$ cat src/rtl/alu_mul_sequencer.sv
// Shift-and-add multiply sequencer that borrows the shared ALU adder; yields low DATA_WIDTH bits of op1*op2.
// Optional MUL_EARLY_EXIT_EN: finish as soon as the remaining multiplier bits are all zero.
//
// state   | meaning
// --------+--------------------------------------------------------------
// IDLE    | cmdReady_out high, waiting for a command
// BUSY    | one multiplier bit per cycle, ALU claimed via aluBusy_out
// DONE    | product on result_out, resultValid_out held until accepted

module alu_mul_sequencer #(
  parameter int DATA_WIDTH_POW = 6,
  parameter int DATA_WIDTH     = 1 << DATA_WIDTH_POW,
  parameter int CNT_WIDTH      = DATA_WIDTH_POW + 1
) (
  input  logic                  clk_in,
  input  logic                  rstN_in,
  input  logic                  cmdValid_in,
  output logic                  cmdReady_out,
  input  logic [DATA_WIDTH-1:0] multiplicand_in,
  input  logic [DATA_WIDTH-1:0] multiplier_in,
  output logic [DATA_WIDTH-1:0] aluOperand1_out,
  output logic [DATA_WIDTH-1:0] aluOperand2_out,
  output logic [2:0]            aluOp_out,
  input  logic [DATA_WIDTH-1:0] aluResult_in,
  output logic                  aluBusy_out,
  output logic                  resultValid_out,
  input  logic                  resultReady_in,
  output logic [DATA_WIDTH-1:0] result_out
);

  localparam logic [1:0] ST_IDLE = 2'd0;
  localparam logic [1:0] ST_BUSY = 2'd1;
  localparam logic [1:0] ST_DONE = 2'd2;

  localparam logic [2:0]           OP_ADD   = 3'b111;
  localparam logic [CNT_WIDTH-1:0] CNT_LAST = CNT_WIDTH'(DATA_WIDTH - 1);

  logic [1:0]            state;
  logic [DATA_WIDTH-1:0] acc;
  logic [DATA_WIDTH-1:0] mcand;
  logic [DATA_WIDTH-1:0] mplier;
  logic [CNT_WIDTH-1:0]  cnt;
  logic                  earlyExit;

`ifdef MUL_EARLY_EXIT_EN
  // Once the multiplier is exhausted every remaining partial product is zero.
  assign earlyExit = (mplier == '0);
`else
  assign earlyExit = 1'b0;
`endif

  always_ff @(posedge clk_in) begin
    if (!rstN_in) begin
      state  <= ST_IDLE;
      acc    <= '0;
      mcand  <= '0;
      mplier <= '0;
      cnt    <= '0;
    end else begin
      case (state)
        ST_IDLE: begin
          if (cmdValid_in) begin
            acc    <= '0;
            mcand  <= multiplicand_in;
            mplier <= multiplier_in;
            cnt    <= '0;
            state  <= ST_BUSY;
          end
        end
        ST_BUSY: begin
          if (earlyExit) begin
            state <= ST_DONE;
          end else begin
            if (mplier[0]) acc <= aluResult_in;
            mcand  <= mcand << 1;
            mplier <= mplier >> 1;
            cnt    <= cnt + 1'b1;
            if (cnt == CNT_LAST) state <= ST_DONE;
          end
        end
        ST_DONE: begin
          if (resultReady_in) state <= ST_IDLE;
        end
        default: state <= ST_IDLE;
      endcase
    end
  end

  assign cmdReady_out    = (state == ST_IDLE);
  assign aluBusy_out     = (state == ST_BUSY);
  assign resultValid_out = (state == ST_DONE);
  assign aluOperand1_out = acc;
  assign aluOperand2_out = mcand;
  assign aluOp_out       = OP_ADD;
  assign result_out      = acc;

endmodule

$ cat config.mk
export PLATFORM = sky130hd
export DESIGN_NAME = alu_mul_sequencer
export DESIGN_NICKNAME = d
export VERILOG_FILES = /design/src/rtl/alu_mul_sequencer.sv
export SDC_FILE = /design/constraint.sdc
export NUM_CORES = 1
export LEC_CHECK = 0
export ABC_AREA = 1
export CAP_MARGIN = 20
export CORE_ASPECT_RATIO = 1.2
export CORE_MARGIN = 3
export CORE_UTILIZATION = 40
export CTS_CLUSTER_DIAMETER = 50
export DETAILED_ROUTE_END_ITERATION = 12
export GPL_TIMING_DRIVEN = 0
export PLACE_DENSITY = 0.73
export SLEW_MARGIN = 20
export SYNTH_ARGS = -nofsm -noshare
export SYNTH_HDL_FRONTEND = slang
export SYNTH_SLANG_ARGS = --single-unit
$ cat constraint.sdc
create_clock -name clk_in -period 1.6 [get_ports clk_in]
set_input_delay 0.24 -clock clk_in [delete_from_list [all_inputs] [get_ports clk_in]]
set_output_delay 0.24 -clock clk_in [all_outputs]
set_load 0.01 [all_outputs]
After elaboration in Yosys (flattened, before gate mapping)

Cells that the tools add are included.

Add/subtract/negate cells: 1
$mul: 0
Div/mod/pow operators: 0
Magnitude comparators: 0
Equality and inequality tests: 7
Shift operators: 0
Multiplexer cells: 13
Bitwise gates (word level): 0
Reduce and logical (&&, ||, !) cells: 5

Operators with widths:

| operator            | number |
|---|---|
| $pmux 64 s2         | 3 |
| $mux 64             | 4 |
| $pmux 7 s2          | 1 |
| $add 7x1->7 const B | 1 |
| $eq 7x6->1 const B  | 1 |
| $mux 7              | 1 |
| $mux 2              | 3 |
| $ne 2x1->1 const B  | 3 |
| $pmux 2 s3          | 1 |
| $reduce_and 3->1    | 2 |
| $eq 2x1->1 const B  | 1 |
| $eq 2x2->1 const B  | 1 |
| $logic_not 2->1     | 1 |
| $ne 2x2->1 const B  | 1 |
| $reduce_and 2->1    | 1 |
| $reduce_bool 2->1   | 1 |

Bits in registers: 201
Latch bits: 0
RAM bits: 0
Bits in read-only memories: 0
Input bits: 196
Output and inout bits: 198
Word-level logic and storage cells: 31
Memories kept: 0

Longest topological paths before layout

Depth after elaboration: 3
Mapped depth: 9
Mapped depth without buffers: 7

Worst setup path before layout

Ideal clock, no wire load.

Path kind: flip-flop to flip-flop
Start: register state[0]
End: register acc[26] (netlist: aluOperand1_out[26])
Arrival: 1.260 ns
Path slack: 0.208 ns
Stages on the path, launching flop included: 8
Path buffers: 3
Cells stage by stage: dfxtp_1 -> buf_2 -> nor2_1 -> nand2_2 -> buf_2 -> buf_4 -> nand3_1 -> a21oi_1

Longest elaborated chain between the ends: 3
Elaborated cells on any way between the ends: 7
Those cells by class: eq/ne: 3; mux: 1; reduce/logical: 3

RTL lines:

| item                                                             | line | source |
|---|---|---|
| from (decl)                                                      | 38   | `logic [1:0] state;` |
| from (signal assigned)                                           | 54   | `state <= ST_IDLE;` |
| from (signal assigned)                                           | 67   | `state <= ST_BUSY;` |
| from (signal assigned)                                           | 72   | `state <= ST_DONE;` |
| $logic_not 2->1 *                                                | --   |  |
| via cmdReady_out                                                 | 18   | `output logic cmdReady_out,` |
| $ne 2x2->1 (no line) / $reduce_bool 2->1 (equally long branches) | --   |  |
| $reduce_and 3->1 (no line)                                       | --   |  |
| to (signal assigned)                                             | 74   | `if (mplier[0]) acc <= aluResult_in;` |
| to (decl)                                                        | 39   | `logic [DATA_WIDTH-1:0] acc;` |

The timed path passes the listed nets; every way through them passes the cells marked *.
A chain may end at the register's enable or synchronous reset.

Final worst setup path

Start: register state[1]
End: output resultValid_out

Longest elaborated chain between the ends: 1

RTL lines:

| item       | line | source |
|---|---|---|
| $eq 2x2->1 | 91   | `assign resultValid_out = (state == ST_DONE);` |
| to (decl)  | 26   | `output logic resultValid_out,` |

Every way passes these cells.

==> reports/qor.yml <==
status: "finished, final reports clean"
synthXorXnorAreaFrac_pct: 0
rr_worst_depth: 7
grt_pass1_vias: 9596
dp_slack_ns: -0.357
drc: 0
track_usage_pct: 25.7
ios: 394
diodes: 0
layout_common_cells: "nand2_1 (467), nor2_1 (262), clkdlybuf4s50_1 (194)"
syn-instance-count: 1388
finalSetupViolations: 0
dp_cells: 2058
ys_types: 21
die_h_um: 172
required_ns: 1.36
seqCellArea_mm2: 0.00408
synthAdderAreaFrac_pct: 0.136
top_usage_layer: "met2"
cts-root-buf: "clkbuf_16"
synthSimpleGateAreaFrac_pct: 34.0
synth-compound-area-share_pct: 11.1
drive_gt1_share_pct: 12.7
irDropWorstVdd_v: 0.000774
synth-seq-cells: 201
min_from: "aluResult_in[58]"
hpwlAfterDp_um: 26500
die_w_um: 144
power_switching_w: 0.00369
final_common_cell: "nand2_1"
globalplace.congestion: 0.829
post_drt_wl_per_cell_um: 16.3
grt_pass1_wl_um: 50500
p_clk_share_pct: 40.4
worstMarginPinSlew_ns: 0.664
p_comb_share_pct: 18.3
core_mm2: 0.0225
clk_pin_slew_ns: 0.06
clk-insertion-delay-late_ns: 0.51
clockBufferDepth: 3
avgSynthCellArea_um2: 6.62
fin_ws_ns: 0.0355
wl_um: 34300
antenna_found_initial: 0
internal_power_w: 0.00982
dr.pass1.iters: 5
drt-initial-drc-count: 576
drv_slew: 0
final_cells: 2107
max_freq_mhz: 639
met1_usage_pct: 29.4
cp-startpoint: "state[1]"
relSlewSlack_pct: 55.7
hold_class: "in2reg"
grt_use_met3_pct: 7.03
vias: 10200
swShare_pct: 27.3
min_period_ns: 1.56
synth_mux_area_share_pct: 0
ant_nets: 0
syn_area_mm2: 0.00919
rows: 60
power_leakage_nw: 7.02
final.setup_skew_ns: 0.00928
max_cap_viol_count: 0
tritoncts: "done"
initial_core_util_pct: 40.8
worstPathMaxFanout: 5
synth_top_family_by_area: "simple AND/OR/NAND/NOR gates"
portBuffers: 389
rr_startpoint: "state[0]"
finalHoldViolations: 0
yosys_warnings: 0
ctsHoldBuffers: 0
ys_seq_area_share_pct: 43.8
hold_depth: 3
critical_path_arrival_ns: 1.32
area_growth_pct: 54.7
crit_path_end_kind: "output port"
grt_max_degree: 15
rsz0062_at_grt: "yes"
multi_input_area_mm2: 0.00420
grt-ovfl-total: 0
vias_per_cell: 4.85
tns_ns: 0
fin_nets: 2007
clock_sinks: 201
min_period_over_period_pct: 97.8
cts_inserted_buffers: 24
fin_area_mm2: 0.0142
dieArea_mm2: 0.0248
post-route-util_pct: 63.1
fill_cells: 2141
place_area_mm2: 0.0134
h-tree-depth: 1
seqPwrFrac_pct: 41.3
criticalPathCategory: "reg2out"
cp-start-kind: "register"
power-per-cell-area_mw_per_mm2: 951
use_met2_pct: 46.3
-- cells in the mapped netlist --
cell type,instances,area (um^2)
nand2_1,468,1760
nor2_1,264,991
dfxtp_1,201,4020
o21ai_0,101,505
buf_4,74,556
a21oi_1,71,355
nand3_1,68,340
buf_2,47,235
clkbuf_1,39,146
o21ai_1,30,150
inv_1,9,33.8
inv_2,4,15.0
buf_1,3,11.3
nand2_2,2,12.5
and2_1,1,6.26
clkbuf_2,1,5.00
conb_1,1,3.75
ha_1,1,12.5
nand4_1,1,6.26
nor2_4,1,11.3
o21ai_2,1,8.76
-- per-layer routing --
| layer | routed length, um | vias to the layer above | part of all wire [%] |
|---|---|---|---|
| met5 | 0 | - | 0 |
| met4 | 1100 | 0 | 3.2 |
| met3 | 3200 | 60 | 9.3 |
| met2 | 16900 | 399 | 49 |
| met1 | 13100 | 4587 | 38 |
| li1 | - | 5163 | - |
-- critical path: stages, from the launching register on --
cell	delay [ns]
dfxtp_4	0.39
inv_2	0.08
nor2_2	0.11
clkdlybuf4s15_2	0.24
-- layout make-up --
type	count	share of cell area, %
inverters	13	0.396
repair buffers	394	26.1
clock inverters	11	0.872
plain buffers	163	7.11
multi-input cells	1012	29.5
repair inverters	1	0.0528
clock buffers	33	4.75
well taps	279	2.46
flip-flops and latches	201	28.7
-- power by group through the flow --
| stage | Combinational [W] | Sequential (W) | Clock, W |
|---|---|---|---|
| 5_1_grt | 0.00275 | 0.00562 | 0.00576 |
| 3_5_place_dp | 0.00258 | 0.00569 | 0 |
| 2_1_floorplan | 0.00118 | 0.00572 | 0 |
| 3_3_place_gp | 0.00255 | 0.00568 | 0 |
| 6_report | 0.00248 | 0.00558 | 0.00546 |
| 4_1_cts | 0.00247 | 0.00558 | 0.00554 |
-- path summary, 6_finish.rpt --
path              slack [ns]                  end
setup / recovery        0.04      resultValid_out
hold / removal          0.29  aluOperand1_out[58]
setup reg to reg        0.10  aluOperand1_out[27]
hold reg to reg         0.48               cnt[0]
-- cell families after synthesis --
logic type	after synthesis
compound gates	203
other cells	1
fa+ha+maj	1
buf+inv	177
simple gates	805
flops	201
-- registers in the layout, summed over array words and instances, names as in the netlist --
signal	flops
state	2
cnt	7
aluOperand2_out	64
mplier	64
aluOperand1_out	64
-- timing repair --
item,in CTS,in global routing
gates cloned,1,0
setup buffers,1,4
gates resized for setup,288,19
endpoints found under the setup margin,318,123
pin swaps,1,2
endpoints found under the hold margin,0,0
-- stage by stage --
stage / power [W] / hold WS, ns
floorplan: 0.00690 / 0.383
global placement: 0.00823 / 0.459
detailed placement: 0.00827 / 0.471
CTS: 0.0136 / 0.269
global route: 0.0141 / 0.290
finish: 0.0135 / 0.288
No activity file was read; power rests on OpenSTA's default activity.
